===== src/rtl/instr_register_pkg.sv =====
// Shared types for the instruction register and the batch executor.
package instr_register_pkg;

    localparam int DEPTH     = 32;
    localparam int DIV_ITERS = 32;

    typedef logic [$clog2(DEPTH)-1:0] index_t;
    typedef logic [$clog2(DEPTH):0]   count_t;
    typedef logic signed [31:0]       operand_t;
    typedef logic signed [63:0]       result_t;

    typedef enum logic [2:0] {
        ZERO, PASSA, PASSB, ADD, SUB, MULT, DIV, MOD
    } opcode_t;

    typedef struct packed {
        opcode_t  opc;
        operand_t op_a;
        operand_t op_b;
    } instruction_t;

    typedef enum logic [2:0] {
        IDLE, FETCH, EXEC, OUTPUT, DONE
    } exec_state_t;

endpackage


===== src/rtl/instr_divider.sv =====
// Iterative signed divider: magnitude restoring division, one quotient bit per cycle,
// signs restored on the way out (quotient truncates toward zero, remainder follows a).
module instr_divider
    import instr_register_pkg::*;
(
    input  logic     clk,
    input  logic     reset_en,
    input  logic     start,
    input  operand_t a,
    input  operand_t b,
    output logic     busy,
    output result_t  quotient,
    output result_t  remainder,
    output logic     valid
);

    logic                         busy_q;
    logic [$clog2(DIV_ITERS)-1:0] iter_q;
    logic [31:0]                  rem_q, rem_d;
    logic [31:0]                  quo_q, quo_d;
    logic [31:0]                  dvs_q;
    logic                         q_neg_q, r_neg_q;
    logic [32:0]                  shifted, trial;
    logic [31:0]                  abs_a, abs_b;
    result_t                      quo_mag, rem_mag;

    always_comb begin
        abs_a   = a[31] ? 32'(-a) : 32'(a);
        abs_b   = b[31] ? 32'(-b) : 32'(b);
        shifted = {rem_q, quo_q[31]};
        trial   = shifted - {1'b0, dvs_q};
        rem_d   = shifted[31:0];
        quo_d   = {quo_q[30:0], 1'b0};
        if (!trial[32]) begin
            rem_d = trial[31:0];
            quo_d = {quo_q[30:0], 1'b1};
        end
        quo_mag = {32'd0, quo_d};
        rem_mag = {32'd0, rem_d};
    end

    // Results are presented combinationally during the final iteration so the
    // caller can capture them on the same edge that completes the divide.
    assign quotient  = q_neg_q ? -quo_mag : quo_mag;
    assign remainder = r_neg_q ? -rem_mag : rem_mag;
    assign valid     = busy_q && (iter_q == ($clog2(DIV_ITERS))'(DIV_ITERS - 1));
    assign busy      = busy_q;

    always_ff @(posedge clk) begin
        if (reset_en) begin
            busy_q  <= 1'b0;
            iter_q  <= '0;
            rem_q   <= '0;
            quo_q   <= '0;
            dvs_q   <= '0;
            q_neg_q <= 1'b0;
            r_neg_q <= 1'b0;
        end else if (start && !busy_q) begin
            busy_q  <= 1'b1;
            iter_q  <= '0;
            rem_q   <= '0;
            quo_q   <= abs_a;
            dvs_q   <= abs_b;
            q_neg_q <= a[31] ^ b[31];
            r_neg_q <= a[31];
        end else if (busy_q) begin
            rem_q  <= rem_d;
            quo_q  <= quo_d;
            iter_q <= iter_q + 1'b1;
            if (valid) begin
                busy_q <= 1'b0;
            end
        end
    end

endmodule


===== src/rtl/instr_executor.sv =====
// Batch executor: fetches instructions from the register file, computes, and hands results out.
// Optional EXEC_STATS_EN adds a saturating count of accepted results on exec_count.
module instr_executor
    import instr_register_pkg::*;
(
    input  logic         clk,
    input  logic         reset_en,
    input  logic         start,
    input  index_t       first_index,
    input  count_t       count,
    input  instruction_t instruction,
    output index_t       read_index,
    output logic         busy,
    output logic         result_valid,
    input  logic         result_ready,
    output result_t      result,
    output index_t       result_index,
    output logic         div_err,
    output logic         done,
    output logic [15:0]  exec_count
);

    exec_state_t  state_q;
    index_t       read_index_q;
    count_t       remaining_q;
    instruction_t instr_q;
    logic         div_started_q;
    result_t      result_q;
    index_t       result_index_q;
    logic         div_err_q;
    logic         result_valid_q;
    logic         done_q;

    result_t a64, b64, alu_d;
    logic    is_div, div_by_zero, div_start;
    logic    div_busy, div_valid;
    result_t div_quo, div_rem;
    logic    handshake;

    always_comb begin
        a64         = {{32{instr_q.op_a[31]}}, instr_q.op_a};
        b64         = {{32{instr_q.op_b[31]}}, instr_q.op_b};
        is_div      = (instr_q.opc == DIV) || (instr_q.opc == MOD);
        div_by_zero = is_div && (instr_q.op_b == '0);
        alu_d       = '0;
        case (instr_q.opc)
            PASSA:   alu_d = a64;
            PASSB:   alu_d = b64;
            ADD:     alu_d = a64 + b64;
            SUB:     alu_d = a64 - b64;
            MULT:    alu_d = a64 * b64;
            default: alu_d = '0;
        endcase
    end

    assign div_start = (state_q == EXEC) && is_div && !div_by_zero && !div_started_q && !div_busy;
    assign handshake = (state_q == OUTPUT) && result_ready;

    instr_divider u_divider (
        .clk       (clk),
        .reset_en  (reset_en),
        .start     (div_start),
        .a         (instr_q.op_a),
        .b         (instr_q.op_b),
        .busy      (div_busy),
        .quotient  (div_quo),
        .remainder (div_rem),
        .valid     (div_valid)
    );

    always_ff @(posedge clk) begin
        if (reset_en) begin
            state_q        <= IDLE;
            read_index_q   <= '0;
            remaining_q    <= '0;
            instr_q        <= '0;
            div_started_q  <= 1'b0;
            result_q       <= '0;
            result_index_q <= '0;
            div_err_q      <= 1'b0;
            result_valid_q <= 1'b0;
            done_q         <= 1'b0;
        end else begin
            case (state_q)
                IDLE: begin
                    if (start) begin
                        read_index_q <= first_index;
                        remaining_q  <= count;
                        if (count != '0) begin
                            state_q <= FETCH;
                        end else begin
                            state_q <= DONE;
                            done_q  <= 1'b1;
                        end
                    end
                end
                FETCH: begin
                    instr_q       <= instruction;
                    div_started_q <= 1'b0;
                    state_q       <= EXEC;
                end
                // A real divide spends one cycle launching the divider and then
                // waits for its final iteration; everything else finishes here.
                EXEC: begin
                    if (!is_div || div_by_zero) begin
                        result_q       <= alu_d;
                        div_err_q      <= div_by_zero;
                        result_index_q <= read_index_q;
                        result_valid_q <= 1'b1;
                        state_q        <= OUTPUT;
                    end else if (div_start) begin
                        div_started_q <= 1'b1;
                    end else if (div_started_q && div_valid) begin
                        result_q       <= (instr_q.opc == DIV) ? div_quo : div_rem;
                        div_err_q      <= 1'b0;
                        result_index_q <= read_index_q;
                        result_valid_q <= 1'b1;
                        state_q        <= OUTPUT;
                    end
                end
                OUTPUT: begin
                    if (result_ready) begin
                        result_valid_q <= 1'b0;
                        remaining_q    <= remaining_q - 1'b1;
                        if (remaining_q == count_t'(1)) begin
                            state_q <= DONE;
                            done_q  <= 1'b1;
                        end else begin
                            read_index_q <= (read_index_q == index_t'(DEPTH - 1)) ? '0
                                                                                  : read_index_q + 1'b1;
                            state_q      <= FETCH;
                        end
                    end
                end
                DONE: begin
                    done_q  <= 1'b0;
                    state_q <= IDLE;
                end
                default: state_q <= IDLE;
            endcase
        end
    end

`ifdef EXEC_STATS_EN
    logic [15:0] exec_count_q;

    always_ff @(posedge clk) begin
        if (reset_en) begin
            exec_count_q <= '0;
        end else if (handshake && (exec_count_q != 16'hFFFF)) begin
            exec_count_q <= exec_count_q + 16'd1;
        end
    end

    assign exec_count = exec_count_q;
`else
    logic unused_handshake;
    assign unused_handshake = handshake;
    assign exec_count       = '0;
`endif

    assign read_index   = read_index_q;
    assign busy         = (state_q != IDLE);
    assign result_valid = result_valid_q;
    assign result       = result_q;
    assign result_index = result_index_q;
    assign div_err      = div_err_q;
    assign done         = done_q;

endmodule


===== config.mk =====
export PLATFORM = sky130hd
export DESIGN_NAME = instr_executor
export DESIGN_NICKNAME = d
export VERILOG_FILES = /design/src/rtl/instr_register_pkg.sv /design/src/rtl/instr_divider.sv /design/src/rtl/instr_executor.sv
export SDC_FILE = /design/constraint.sdc
export NUM_CORES = 2
export LEC_CHECK = 0
export CAP_MARGIN = 20
export CORE_MARGIN = 8
export CORE_UTILIZATION = 35
export DETAILED_ROUTE_END_ITERATION = 16
export HOLD_SLACK_MARGIN = 0.08
export PLACE_DENSITY_LB_ADDON = 0.12
export SYNTH_ARGS = -nofsm -noshare
export SYNTH_HDL_FRONTEND = slang
export SYNTH_SLANG_ARGS = --single-unit

===== constraint.sdc =====
create_clock -name clk -period 8.9 [get_ports clk]
set_input_delay 2.67 -clock clk [delete_from_list [all_inputs] [get_ports clk]]
set_output_delay 2.67 -clock clk [all_outputs]
set_load 0.02 [all_outputs]

==> results.md <==
* Fin crit share at 96.0%
* Final WL at 214,000 µm
* Post-Synthesis Cells at 6,587
* CP top delay family: adder cells
* Area of the multi-input gates at 0.0448 mm²
* Initial core utilization at 35.2%
* Max-Cap Viols at 0
* Worst-margin pin slew at 1.23 ns
* Hold Path Depth at 2
* Nets at 8,046
* Clock sink count at 258
* Die H at 415 µm
* DRT iter0 DRCs at 3,541
* Fin. max-slew vios at 0
* Req. time, crit path at 9.37 ns
* Setup slack, reg-to-reg at 0.36 ns
* Row cnt at 146
* Most frequent CP cell: fa_1
* Clock slew at reported path FFs at 0.06 ns
* Placer Congestion at 0.914
* Hpwl dp at 172,000 µm
* Clk buf depth at 3
* Area grow syn2layout at 10.3%
* Hold_ws at 0.458 ns
* Status: finished, final reports clean
* Post-synth EDFFs at 0
* Hold path start: result_index[3]
* Die area at 0.172 mm²
* Synth top area share at 39.0%
* DRC at 0
* Number of global-route vias before repair at 49,100
* Gr ovfl total at 0
* Pwr Density at 162 mW/mm²
* Worst skew pair latency at 0.64 ns
* Hold WC Path Type: reg2reg
* CTS tree: built
* Seq cells post-synth at 258
* Largest net degree at the start of global routing at 87
* Crit Path Category: reg2reg
* # hold bufs at CTS at 0
* # fillers at 16,500
* Top Ports at 176
* Global-route wire length before repair at 325,000 µm
* Antenna violations before repair at 9
* Yosys top cell by area: fa_1
* Seq/Total Area, Yosys at 9.28%
* Mean routed wirelength per cell at 24.6 µm
* Area of the mapped netlist at 0.0556 mm²
* Final core utilization at 38.8%
* Top_reg_cell synth: dfxtp_1
* RR Startpoint: a64[24]
* Die span in x at 415 µm
* IO Port Bufs at 159
* FFs w/ async S/R, synth at 0%
* Routed Antenna Nets at 0
* Synth unique cells at 88
* Via Count at 46,200
* Clock tree root driver cell: clkbuf_16
* Syn Area/Cell at 8.45 µm²
* Peak VDD IR at 0.000115 V
* Lkg Pwr at 28.5 nW
* Reg area at 0.00523 mm²
* Fmax at 117 MHz
* Area contributors post-synth: fa_1 (39%), dfxtp_1 (9.3%), inv_1 (7.3%)
* Via-to-Cell Ratio at 5.32
* Layout cell share with drive strength beyond 1 at 5.82%
* RR Endpoint: result[63]
* Htree depth at 2
* Cts bufs inserted at 37
* Critical Path End Type: flop
* R2R cell count at 28
* Final setup viols at 0
* Crit Path Max Fanout at 14
* WP buf/inv at 6
* Hold Path Sink: result_index[3]
* Syn. warnings at 0
* Crit start category: flop
* Worst path slowest cell: dfxtp_2
* Rel. slew slack at 17.0%
* Clock Skew at 0.0626 ns
* All-layer global routing usage at 24.6%
* Worst EP arrival at 9.02 ns
* Min Tclk post-route at 8.54 ns
* Core ar. at 0.158 mm²
* Final Hold Vio Count at 0
* CP max stage delay at 0.69 ns
* DRT Pass-1 Iters at 5
* RSZ-0062 raised after global routing: no
==> state kept, by name, indices dropped and copies added (netlist names), 3 cells and up <==
name / count
read_index: 5
result_index: 5
u_divider.quo_q: 32
u_divider.dvs_q: 32
b64: 32
u_divider.rem_q: 32
result: 64
remaining_q: 6
instr_q: 3
state_q: 3
u_divider.iter_q: 5
a64: 32
==> cell usage after synthesis (22+ instances only) <==
cell type / instances
nor2_1: 420
nor3_1: 81
nand4_1: 22
o211ai_1: 31
a221oi_1: 29
dfxtp_1: 258
a21o_1: 60
o21ai_0: 222
o31ai_1: 39
and2_1: 444
nor4_1: 23
xor2_1: 68
nor2b_1: 32
and3_1: 32
a211oi_1: 114
o221ai_1: 27
nand2_1: 839
fa_1: 1085
buf_1: 43
ha_1: 294
inv_1: 1085
clkbuf_1: 368
nand2b_1: 39
a21oi_1: 288
o22ai_1: 32
mux2i_1: 34
xnor2_1: 134
or3_1: 32
a31oi_1: 30
nand3_1: 49
o21a_1: 25
==> cell usage in the layout, fill, tap and decap left out, types with 21 or more instances in the layout <==
cell type / netlist / routed
a211oi_1: 114 / 114
a21o_1: 60 / 60
a21oi_1: 288 / 287
a221oi_1: 29 / 29
a31oi_1: 30 / 30
and2_1: 444 / 443
and3_1: 32 / 32
buf_4: 18 / 207
clkbuf_16: 0 / 37
clkdlybuf4s50_1: 0 / 158
dfxtp_1: 258 / 227
fa_1: 1085 / 1085
ha_1: 294 / 290
inv_1: 1085 / 1085
mux2i_1: 34 / 34
nand2_1: 839 / 838
nand2b_1: 39 / 39
nand3_1: 49 / 49
nand4_1: 22 / 22
nor2_1: 420 / 417
nor2b_1: 32 / 32
nor3_1: 81 / 80
nor4_1: 23 / 23
o211ai_1: 31 / 31
o21a_1: 25 / 25
o21ai_0: 222 / 221
o21bai_1: 21 / 21
o221ai_1: 27 / 27
o22ai_1: 32 / 32
o31ai_1: 39 / 39
or3_1: 32 / 32
xnor2_1: 134 / 134
xor2_1: 68 / 68
==> layout make-up <==
cell class | count | area share (%)
Antenna cell | 5 | 0.0204
Clock buffer | 46 | 1.61
Clock inverter | 18 | 0.344
Inverter | 1088 | 6.65
Multi-Input combinational cell | 4815 | 72.9
Sequential cell | 258 | 8.52
Tap cell | 2072 | 4.22
Timing Repair Buffer | 385 | 5.72
==> cell families (layout without fill, tap and decap cells) <==
logic type,count (synthesis),count (layout),synth area share [%]
muxes,43,43,0.794
AOI/OAI and AO/OA,1101,1101,13.0
xor gates and xnor gates,202,202,3.18
DFF,258,258,9.28
other,1,21,0.00674
adders and majority gates,1379,1379,45.7
and+or+nand+nor,2074,2074,17.6
buffers and inverters,1529,1537,10.5
==> metrics by stage <==
stage	instances	power (mW)	setup TNS (ns)	setup WS (ns)	area (µm²)
2_1_floorplan	6602	5.66	0	0.195	55700
3_3_place_gp	8614	8.36	-0.0116	-0.0116	60100
3_5_place_dp	8615	8.35	-0.0482	-0.0482	60100
4_1_cts	8679	9.99	0	0.0772	61300
5_1_grt	8682	10.7	0	0.00366	61400
6_report	8687	9.94	0	0.357	61400
==> what timing repair did <==
| item | 4_1_cts | 5_1_grt |
|---|---|---|
| gates resized for setup | 1 | 24 |
| pin swaps | 0 | 1 |
| buffers inserted | 0 | 3 |
| setup endpoints to repair | 1 | 12 |
==> power breakdown <==
group	switching (mW)	internal (mW)
Clock	0.698	0.861
Combinational	4.42	2.39
Sequential	0.273	1.29
==> how the worst max path moves through the flow <==
stage / slack, ns / cells past startpoint / endpoint / start
2_1_floorplan: 0.19 / 32 / result[60] / a64[31]
3_3_place_gp: -0.01 / 26 / result[63] / b64[18]
3_5_place_dp: -0.05 / 26 / result[63] / b64[18]
4_1_cts: 0.08 / 25 / result[63] / a64[20]
5_1_grt: 0.004 / 29 / result[63] / a64[19]
6_report: 0.36 / 28 / result[63] / a64[24]
==> worst register-to-register path: cells and delay by family, from the launching register on <==
family | cells | cell delay, ns
flip-flops | 1 | 0.69
AND/OR/NAND/NOR | 3 | 0.53
buffers and inverters | 6 | 0.90
adder cells (fa/ha/maj) | 9 | 4.44
AO/OA/AOI/OAI | 10 | 1.86
==> per-layer routing <==
layer  up-vias  share of wire (%)  GRT usage, %
li1      20800                  -             -
met1     23900                 42          31.8
met2      1218                 50          43.4
met3       308                3.8          1.86
met4         2                4.3          8.77
met5         -             0.0070             0
(Power assumes the default switching activity.)
